--- src/rtl/mem_port_arbiter.sv ---
// Shares one external memory port between instruction fetch and data access.
// Data always wins; one transaction is in flight at a time, ended by bus ack or timeout.
module mem_port_arbiter #(
  parameter int ADDR_W  = 32,
  parameter int DATA_W  = 32,
  parameter int TIMEOUT = 255
) (
  input  logic                clk,
  input  logic                rst,
  input  logic                if_req_i,
  input  logic [ADDR_W-1:0]   if_addr_i,
  output logic [DATA_W-1:0]   if_rdata_o,
  output logic                if_ack_o,
  input  logic                flush_i,
  input  logic                d_req_i,
  input  logic                d_we_i,
  input  logic [ADDR_W-1:0]   d_addr_i,
  input  logic [DATA_W-1:0]   d_wdata_i,
  input  logic [DATA_W/8-1:0] d_sel_i,
  output logic [DATA_W-1:0]   d_rdata_o,
  output logic                d_ack_o,
  output logic                err_o,
  output logic                bus_req_o,
  output logic                bus_we_o,
  output logic [ADDR_W-1:0]   bus_addr_o,
  output logic [DATA_W-1:0]   bus_wdata_o,
  output logic [DATA_W/8-1:0] bus_sel_o,
  input  logic [DATA_W-1:0]   bus_rdata_i,
  input  logic                bus_ack_i,
  output logic                stallreq_from_if_o,
  output logic                stallreq_from_mem_o,
  output logic [1:0]          dbg_state_o
);

  localparam int SEL_W = DATA_W / 8;
  localparam int CNT_W = (TIMEOUT > 0) ? $clog2(TIMEOUT + 1) : 1;
  localparam logic [CNT_W-1:0] CNT_MAX = '1;
  localparam logic [CNT_W-1:0] TO_VAL  = CNT_W'(TIMEOUT);

  typedef enum logic [1:0] {
    IDLE     = 2'd0,
    D_BUSY   = 2'd1,
    IF_BUSY  = 2'd2,
    IF_DRAIN = 2'd3
  } state_t;

  state_t              state_q, state_d;
  logic [CNT_W-1:0]    cnt_q, cnt_d;
  logic                bus_we_q, bus_we_d;
  logic [ADDR_W-1:0]   bus_addr_q, bus_addr_d;
  logic [DATA_W-1:0]   bus_wdata_q, bus_wdata_d;
  logic [SEL_W-1:0]    bus_sel_q, bus_sel_d;
  logic [DATA_W-1:0]   if_rdata_q, if_rdata_d;
  logic [DATA_W-1:0]   d_rdata_q, d_rdata_d;
  logic                if_ack_q, if_ack_d;
  logic                d_ack_q, d_ack_d;
  logic                err_q, err_d;
  logic                timed_out;
  logic [CNT_W-1:0]    cnt_inc;

  assign timed_out = (TIMEOUT != 0) && (cnt_q == TO_VAL);
  assign cnt_inc   = (cnt_q == CNT_MAX) ? cnt_q : cnt_q + CNT_W'(1);

  always_comb begin
    state_d     = state_q;
    cnt_d       = cnt_q;
    bus_we_d    = bus_we_q;
    bus_addr_d  = bus_addr_q;
    bus_wdata_d = bus_wdata_q;
    bus_sel_d   = bus_sel_q;
    if_rdata_d  = if_rdata_q;
    d_rdata_d   = d_rdata_q;
    if_ack_d    = 1'b0;
    d_ack_d     = 1'b0;
    err_d       = 1'b0;
    case (state_q)
      IDLE: begin
        // The requester still holds req during its ack pulse; granting then would re-issue it.
        if (!(if_ack_q || d_ack_q)) begin
          if (d_req_i) begin
            state_d     = D_BUSY;
            cnt_d       = '0;
            bus_we_d    = d_we_i;
            bus_addr_d  = d_addr_i;
            bus_wdata_d = d_wdata_i;
            bus_sel_d   = d_sel_i;
          end else if (if_req_i && !flush_i) begin
            state_d    = IF_BUSY;
            cnt_d      = '0;
            bus_we_d   = 1'b0;
            bus_addr_d = if_addr_i;
            bus_sel_d  = '1;
          end
        end
      end
      D_BUSY: begin
        if (bus_ack_i) begin
          d_rdata_d = bus_rdata_i;
          d_ack_d   = 1'b1;
          state_d   = IDLE;
        end else if (timed_out) begin
          d_rdata_d = '0;
          d_ack_d   = 1'b1;
          err_d     = 1'b1;
          state_d   = IDLE;
        end else begin
          cnt_d = cnt_inc;
        end
      end
      IF_BUSY: begin
        if (bus_ack_i) begin
          state_d = IDLE;
          if (!flush_i) begin
            if_rdata_d = bus_rdata_i;
            if_ack_d   = 1'b1;
          end
        end else if (timed_out) begin
          state_d = IDLE;
          if (!flush_i) begin
            if_rdata_d = '0;
            if_ack_d   = 1'b1;
            err_d      = 1'b1;
          end
        end else begin
          cnt_d = cnt_inc;
          if (flush_i) state_d = IF_DRAIN;
        end
      end
      IF_DRAIN: begin
        // Killed fetch: let the bus finish, report nothing.
        if (bus_ack_i || timed_out) state_d = IDLE;
        else                        cnt_d   = cnt_inc;
      end
      default: state_d = IDLE;
    endcase
  end

  always_ff @(posedge clk) begin
    if (rst) begin
      state_q     <= IDLE;
      cnt_q       <= '0;
      bus_we_q    <= 1'b0;
      bus_addr_q  <= '0;
      bus_wdata_q <= '0;
      bus_sel_q   <= '0;
      if_rdata_q  <= '0;
      d_rdata_q   <= '0;
      if_ack_q    <= 1'b0;
      d_ack_q     <= 1'b0;
      err_q       <= 1'b0;
    end else begin
      state_q     <= state_d;
      cnt_q       <= cnt_d;
      bus_we_q    <= bus_we_d;
      bus_addr_q  <= bus_addr_d;
      bus_wdata_q <= bus_wdata_d;
      bus_sel_q   <= bus_sel_d;
      if_rdata_q  <= if_rdata_d;
      d_rdata_q   <= d_rdata_d;
      if_ack_q    <= if_ack_d;
      d_ack_q     <= d_ack_d;
      err_q       <= err_d;
    end
  end

  assign bus_req_o           = (state_q != IDLE);
  assign bus_we_o            = bus_we_q;
  assign bus_addr_o          = bus_addr_q;
  assign bus_wdata_o         = bus_wdata_q;
  assign bus_sel_o           = bus_sel_q;
  assign if_rdata_o          = if_rdata_q;
  assign d_rdata_o           = d_rdata_q;
  assign if_ack_o            = if_ack_q;
  assign d_ack_o             = d_ack_q;
  assign err_o               = err_q;
  assign stallreq_from_if_o  = if_req_i & ~if_ack_q;
  assign stallreq_from_mem_o = d_req_i & ~d_ack_q;
  assign dbg_state_o         = state_q;

endmodule
--- config.mk ---
export PLATFORM = sky130hd
export DESIGN_NAME = mem_port_arbiter
export DESIGN_NICKNAME = d
export VERILOG_FILES = /design/src/rtl/mem_port_arbiter.sv
export SDC_FILE = /design/constraint.sdc
export NUM_CORES = 1
export LEC_CHECK = 0
export ABC_CLOCK_PERIOD_IN_PS = 3200
export CAP_MARGIN = 15
export CORE_UTILIZATION = 25
export DETAILED_ROUTE_END_ITERATION = 16
export HOLD_SLACK_MARGIN = 0.02
export MAX_ROUTING_LAYER = met4
export PLACE_DENSITY = 0.62
export SLEW_MARGIN = 20
export SYNTH_ARGS = -nofsm -noshare
export SYNTH_HDL_FRONTEND = slang
export SYNTH_SLANG_ARGS = --single-unit
--- constraint.sdc ---
create_clock -name clk -period 3.2 [get_ports clk]
set_clock_uncertainty 0.1 [all_clocks]
set_input_delay 0.64 -clock clk [delete_from_list [all_inputs] [get_ports clk]]
set_output_delay 0.64 -clock clk [all_outputs]
set_load 0.03 [all_outputs]
**Yosys cells after proc, flatten, opt, wreduce, memory -nomap -nowiden**

Cells that the tools add are included.

- Memories kept: 0
- Memory bits (writable): 0
- Bits in latches: 0
- Word-level logic and storage cells: 88
- Register bits after elaboration: 146
- Bits in read-only memories: 0

- Divide/modulo/power cells: 0
- $add $sub $neg: 1
- Multiplexer cells: 38
- Bitwise logic cells: 7
- Shift-type cells: 0
- Reductions and logical operators: 17
- Multiply operators: 0
- Equality and inequality tests: 14
- $lt $le $gt $ge: 0

Operators with widths:

| cell | count |
|---|---|
| $mux W32 | 8 |
| $mux W8 | 7 |
| $pmux W8 S3 | 1 |
| $mux W2 | 9 |
| $ne A2 B2 Y1 const B | 7 |
| $reduce_and A5 Y1 | 2 |
| $mux W1 | 9 |
| $add A8 B1 Y8 const B | 1 |
| $eq A8 B8 Y1 const B | 1 |
| $mux W4 | 2 |
| $pmux W2 S4 | 1 |
| $ne A3 B3 Y1 const B | 2 |
| $reduce_and A3 Y1 | 2 |
| $reduce_bool A2 Y1 | 3 |
| $reduce_or A2 Y1 | 3 |
| $not A1 Y1 | 5 |
| $eq A2 B2 Y1 const B | 2 |
| $ne A4 B4 Y1 const B | 1 |
| $reduce_and A4 Y1 | 1 |
| $and A1 B1 Y1 | 2 |
| $eq A2 B1 Y1 const B | 1 |
| $logic_not A2 Y1 | 1 |
| $logic_or A1 B1 Y1 | 2 |
| $pmux W1 S2 | 1 |
| other kinds (3) | 3 |

**Longest topological paths before layout**

- Depth in word-level cells: 6
- Gate-level depth with buffers: 8
- Depth with buffers taken out: 6

**Least setup slack after synthesis**

No wires, ideal clock.

- Path type: reg2reg
- From: register state_q[0] (netlist: dbg_state_o[0])
- To: register cnt_q[1]
- Setup slack: 1065 ps
- Arrival time: 1965 ps
- Path buffers: 0
- Cell stages (with the launch flop): 7
- Data required time: 3030 ps
- Cells stage by stage: dfxtp_1 inv_1 ha_1 o21ai_1 o211ai_1 or4b_1 a21oi_1

- Word-level cells in the longest chain between the ends: 4

RTL lines:

| element | RTL line | RTL |
|---|---|---|
| from (decl) | 47 | `state_t state_q, state_d;` |
| from (signal assigned) | 152 | `state_q <= state_d;` |
| $eq A2 B2 Y1 / $eq A2 B1 Y1 (equally long branches) | 76 | `case (state_q)` |
| $reduce_or A2 Y1 (no source line) | - |  |
| $ne A2 B2 Y1 (no source line) | - |  |
| $reduce_and A5 Y1 (no source line) | - |  |
| to (signal assigned) | 153 | `cnt_q <= cnt_d;` |
| to (decl) | 48 | `logic [CNT_W-1:0] cnt_q, cnt_d;` |

Several ways; a longest one is shown, not always the timed one.
A chain may end at the register's enable or synchronous reset.

**Final worst setup path**

- From: register state_q[0] (netlist: dbg_state_o[0])
- To: output bus_req_o

- Word-level cells in the longest chain between the ends: 1

RTL lines:

| element | RTL line | RTL |
|---|---|---|
| $reduce_bool A2 Y1 | 166 | `assign bus_req_o = (state_q != IDLE);` |
| to (decl) | 23 | `output logic bus_req_o,` |

Every way passes these cells.

==> results.toml <==
[logic_synthesis]
synthCells = 687
ys_warn_count = 0
ys_ff_latch = 146
syn_nets = 832
synthDistinctLibCells = 36
syn_area_mm2 = 0.00575
syn_area_per_cell_um2 = 8.38
synth_seq_area_share_pct = 50.8

[timing]
finalHoldViolations = 0
finalSetupViolations = 0
rsz0062_at_grt = "no"
final_max_slew_viol_count = 0
tightest_slew_ns = 0.654
tns_ns = 0
final.min_clock_period_ns = 2.78
fmax_ghz = 0.360
relSlewSlack_pct = 56.4
finalCritPeriodShare_pct = 86.8

[setup_path]
cp_data_required_time_ns = 2.46
crit_type = "reg -> out"
crit_path_end_kind = "output pin"
startpoint_type = "flip-flop"
cp.arrival_ns = 2.04
crit_fanout = 6

[worst_hold_path]
min_path_type = "reg -> reg"

[final_layout]
syn2layout_area_growth_pct = 63.5
seq_area_mm2 = 0.00292
drive_gt1_share_pct = 5.26
nets = 1085
utilization_pct = 41.7
multi_input_area_mm2 = 0.00256
fillers = 2264

[grt]
grt_max_degree = 71
grt_pass1_wl_um = 29500
overflow = 0
antenna_found_initial = 1
use_met1_pct = 19.9
top_usage_layer = "met2"
grt.met3_usage_pct = 4.79
grt.total_usage_pct = 16.4
gr-usage-met2_pct = 25.7
grt_pass1_vias = 5595

[detailed_routing]
ant_nets = 0
drt_iter0_drc = 246
wire_per_inst_um = 15.0
via_per_inst = 4.67
first_pass_iters = 4
wl_um = 18600
drc = 0
num_vias = 5778

[placed_design]
place.gp.congestion = 0.761
hpwl_um = 12900
io_buffers = 279

[clock_tree]
clk_latency_ns = 0.41
postCtsSetupBuffers = 0
cts_resized = 0
postCtsHoldBufs = 0
clk_pin_slew_ns = 0.06
cts_max_level = 4
clockRootBuffer = "clkbuf_16"
cts.sinks = 146
cts_tree = "built"
cts_made_buffers = 17
cts_buffer_depth = 2

[run]
maxCapViolCount = 0

[floorplan]
dieArea_mm2 = 0.0236
chipWidth_um = 154
core_mm2 = 0.0226
core.rowCount = 55
start_util_pct = 25.5
io_pins = 280
die_h_um = 154

[power_and_ir_drop]
pwr-share-clk_pct = 27.1
power_frac_seq_pct = 31.5
combPwrFrac_pct = 41.4
internal_power_w = 0.00467
p_leak_nw = 3.38
swShare_pct = 38.4
vdd_ir_drop_max_mv = 0.396
power.density_mw_per_mm2 = 807
power_switching_w = 0.00292

[status]
status = "completed"
Yosys cell counts:
cell type    n  area [µm²]
o31ai_1      2        15.0
a211oi_2     1        12.5
o211ai_1     1        7.51
mux2i_1     32         320
a31oi_1      5        31.3
nor3_1       3        15.0
ha_1         6        75.1
a211o_1      1        8.76
nand2b_1     3        18.8
buf_2       17        85.1
a21oi_1    101         505
clkbuf_1    39         146
o211a_1      2        20.0
and2b_2      1        8.76
o21a_1       4        30.0
a211oi_1    37         278
nand3b_1     2        15.0
nand4b_1     1        8.76
a2111oi_0    1        8.76
nor2b_1      1        6.26
dfxtp_1    146        2920
o21ai_0     68         340
a221oi_1     2        17.5
o21a_2       1        8.76
inv_1        8        30.0
and3_1       3        18.8
nand2_1    132         495
nand4_1      1        6.26
nand3_1      9        45.0
o22ai_1      4        25.0
nor2_1      47         176
buf_6        1        11.3
o21ai_1      2        10.0
or4b_1       1        10.0
a21o_1       1        7.51
nand4_2      1        12.5
critical path: stages (launching register included):
cell,delay [ns]
dfxtp_1,0.39
inv_1,0.11
ha_1,0.28
inv_1,0.08
clkdlybuf4s50_1,0.75
sequential cells by signal, indices dropped and copies added (netlist names), 2 cells and up:
name         cells
dbg_state_o      2
cnt_q            8
bus_addr_o      32
d_rdata_o       32
bus_sel_o        4
if_rdata_o      32
bus_wdata_o     32
routing by layer:
layer / routed length, µm / vias to the layer above
met4: 252 / 0
met1: 8440 / 2648
met5: 0 / -
met3: 1170 / 17
met2: 8710 / 228
li1: - / 2885
worst paths after layout:
check | start | endpoint | slack, ns | cells after the start
setup / recovery | dbg_state_o[0] | bus_req_o | 0.42 | 4
hold / removal | bus_wdata_o[23] | bus_wdata_o[23] | 0.35 | 2
hold reg to reg | bus_wdata_o[23] | bus_wdata_o[23] | 0.35 | 2
setup reg to reg | dbg_state_o[0] | cnt_q[1] | 1.04 | 6
power by group through the flow:
| stage | Sequential [W] | Combinational, W | Clock (W) |
|---|---|---|---|
| after floorplan | 0.00313 | 0.00116 | 0 |
| after global placement | 0.00241 | 0.00316 | 0 |
| after detailed placement | 0.00243 | 0.00316 | 0 |
| after CTS | 0.00240 | 0.00317 | 0.00214 |
| after global routing | 0.00244 | 0.00339 | 0.00222 |
| final | 0.00239 | 0.00314 | 0.00206 |
cells in the final DEF (no fill, tap or decap), drive strengths merged, types with 4 or more instances in the layout:
cell type,synthesis,final
clkdlybuf4s50,0,277
dfxtp,146,146
nand2,132,132
a21oi,101,101
o21ai,70,70
nor2,47,47
a211oi,38,38
mux2i,32,32
clkbuf,39,19
buf,18,14
inv,8,11
nand3,9,9
ha,6,6
a31oi,5,5
o21a,5,5
o22ai,4,4
per-stage QoR:
step	hold slack, ns	worst slack [ns]	instances	total power (W)	instance area (µm²)
2_1_floorplan	0.372	1.07	687	0.00428	5750
3_3_place_gp	0.341	0.553	1206	0.00557	8810
3_5_place_dp	0.345	0.558	1206	0.00559	8810
4_1_cts	0.354	0.392	1236	0.00770	9410
5_1_grt	0.378	0.325	1237	0.00805	9410
6_report	0.353	0.422	1237	0.00759	9410
cell type report:
type                       count  share of cell area [%]
clock buffer                  19                    4.71
tap                          285                    3.79
timing repair buffer         291                    31.2
inverter                       8                   0.319
clock inverter                11                    1.64
antenna                        1                  0.0266
sequential                   146                    31.1
multi-input combinational    476                    27.2
cells by family (layout without fill, tap and decap cells):
kind of cell | Yosys count | in the layout | share of synthesized area (%)
buffers and inverters | 65 | 329 | 4.74
AO/OA/AOI/OAI | 233 | 233 | 23.0
flip-flops | 146 | 146 | 50.8
AND/OR/NAND/NOR | 205 | 205 | 14.5
other | 0 | 1 | 0
adder cells (fa/ha/maj) | 6 | 6 | 1.30
multiplexers | 32 | 32 | 5.57
Note: power is estimated with default switching activity, not from simulation.
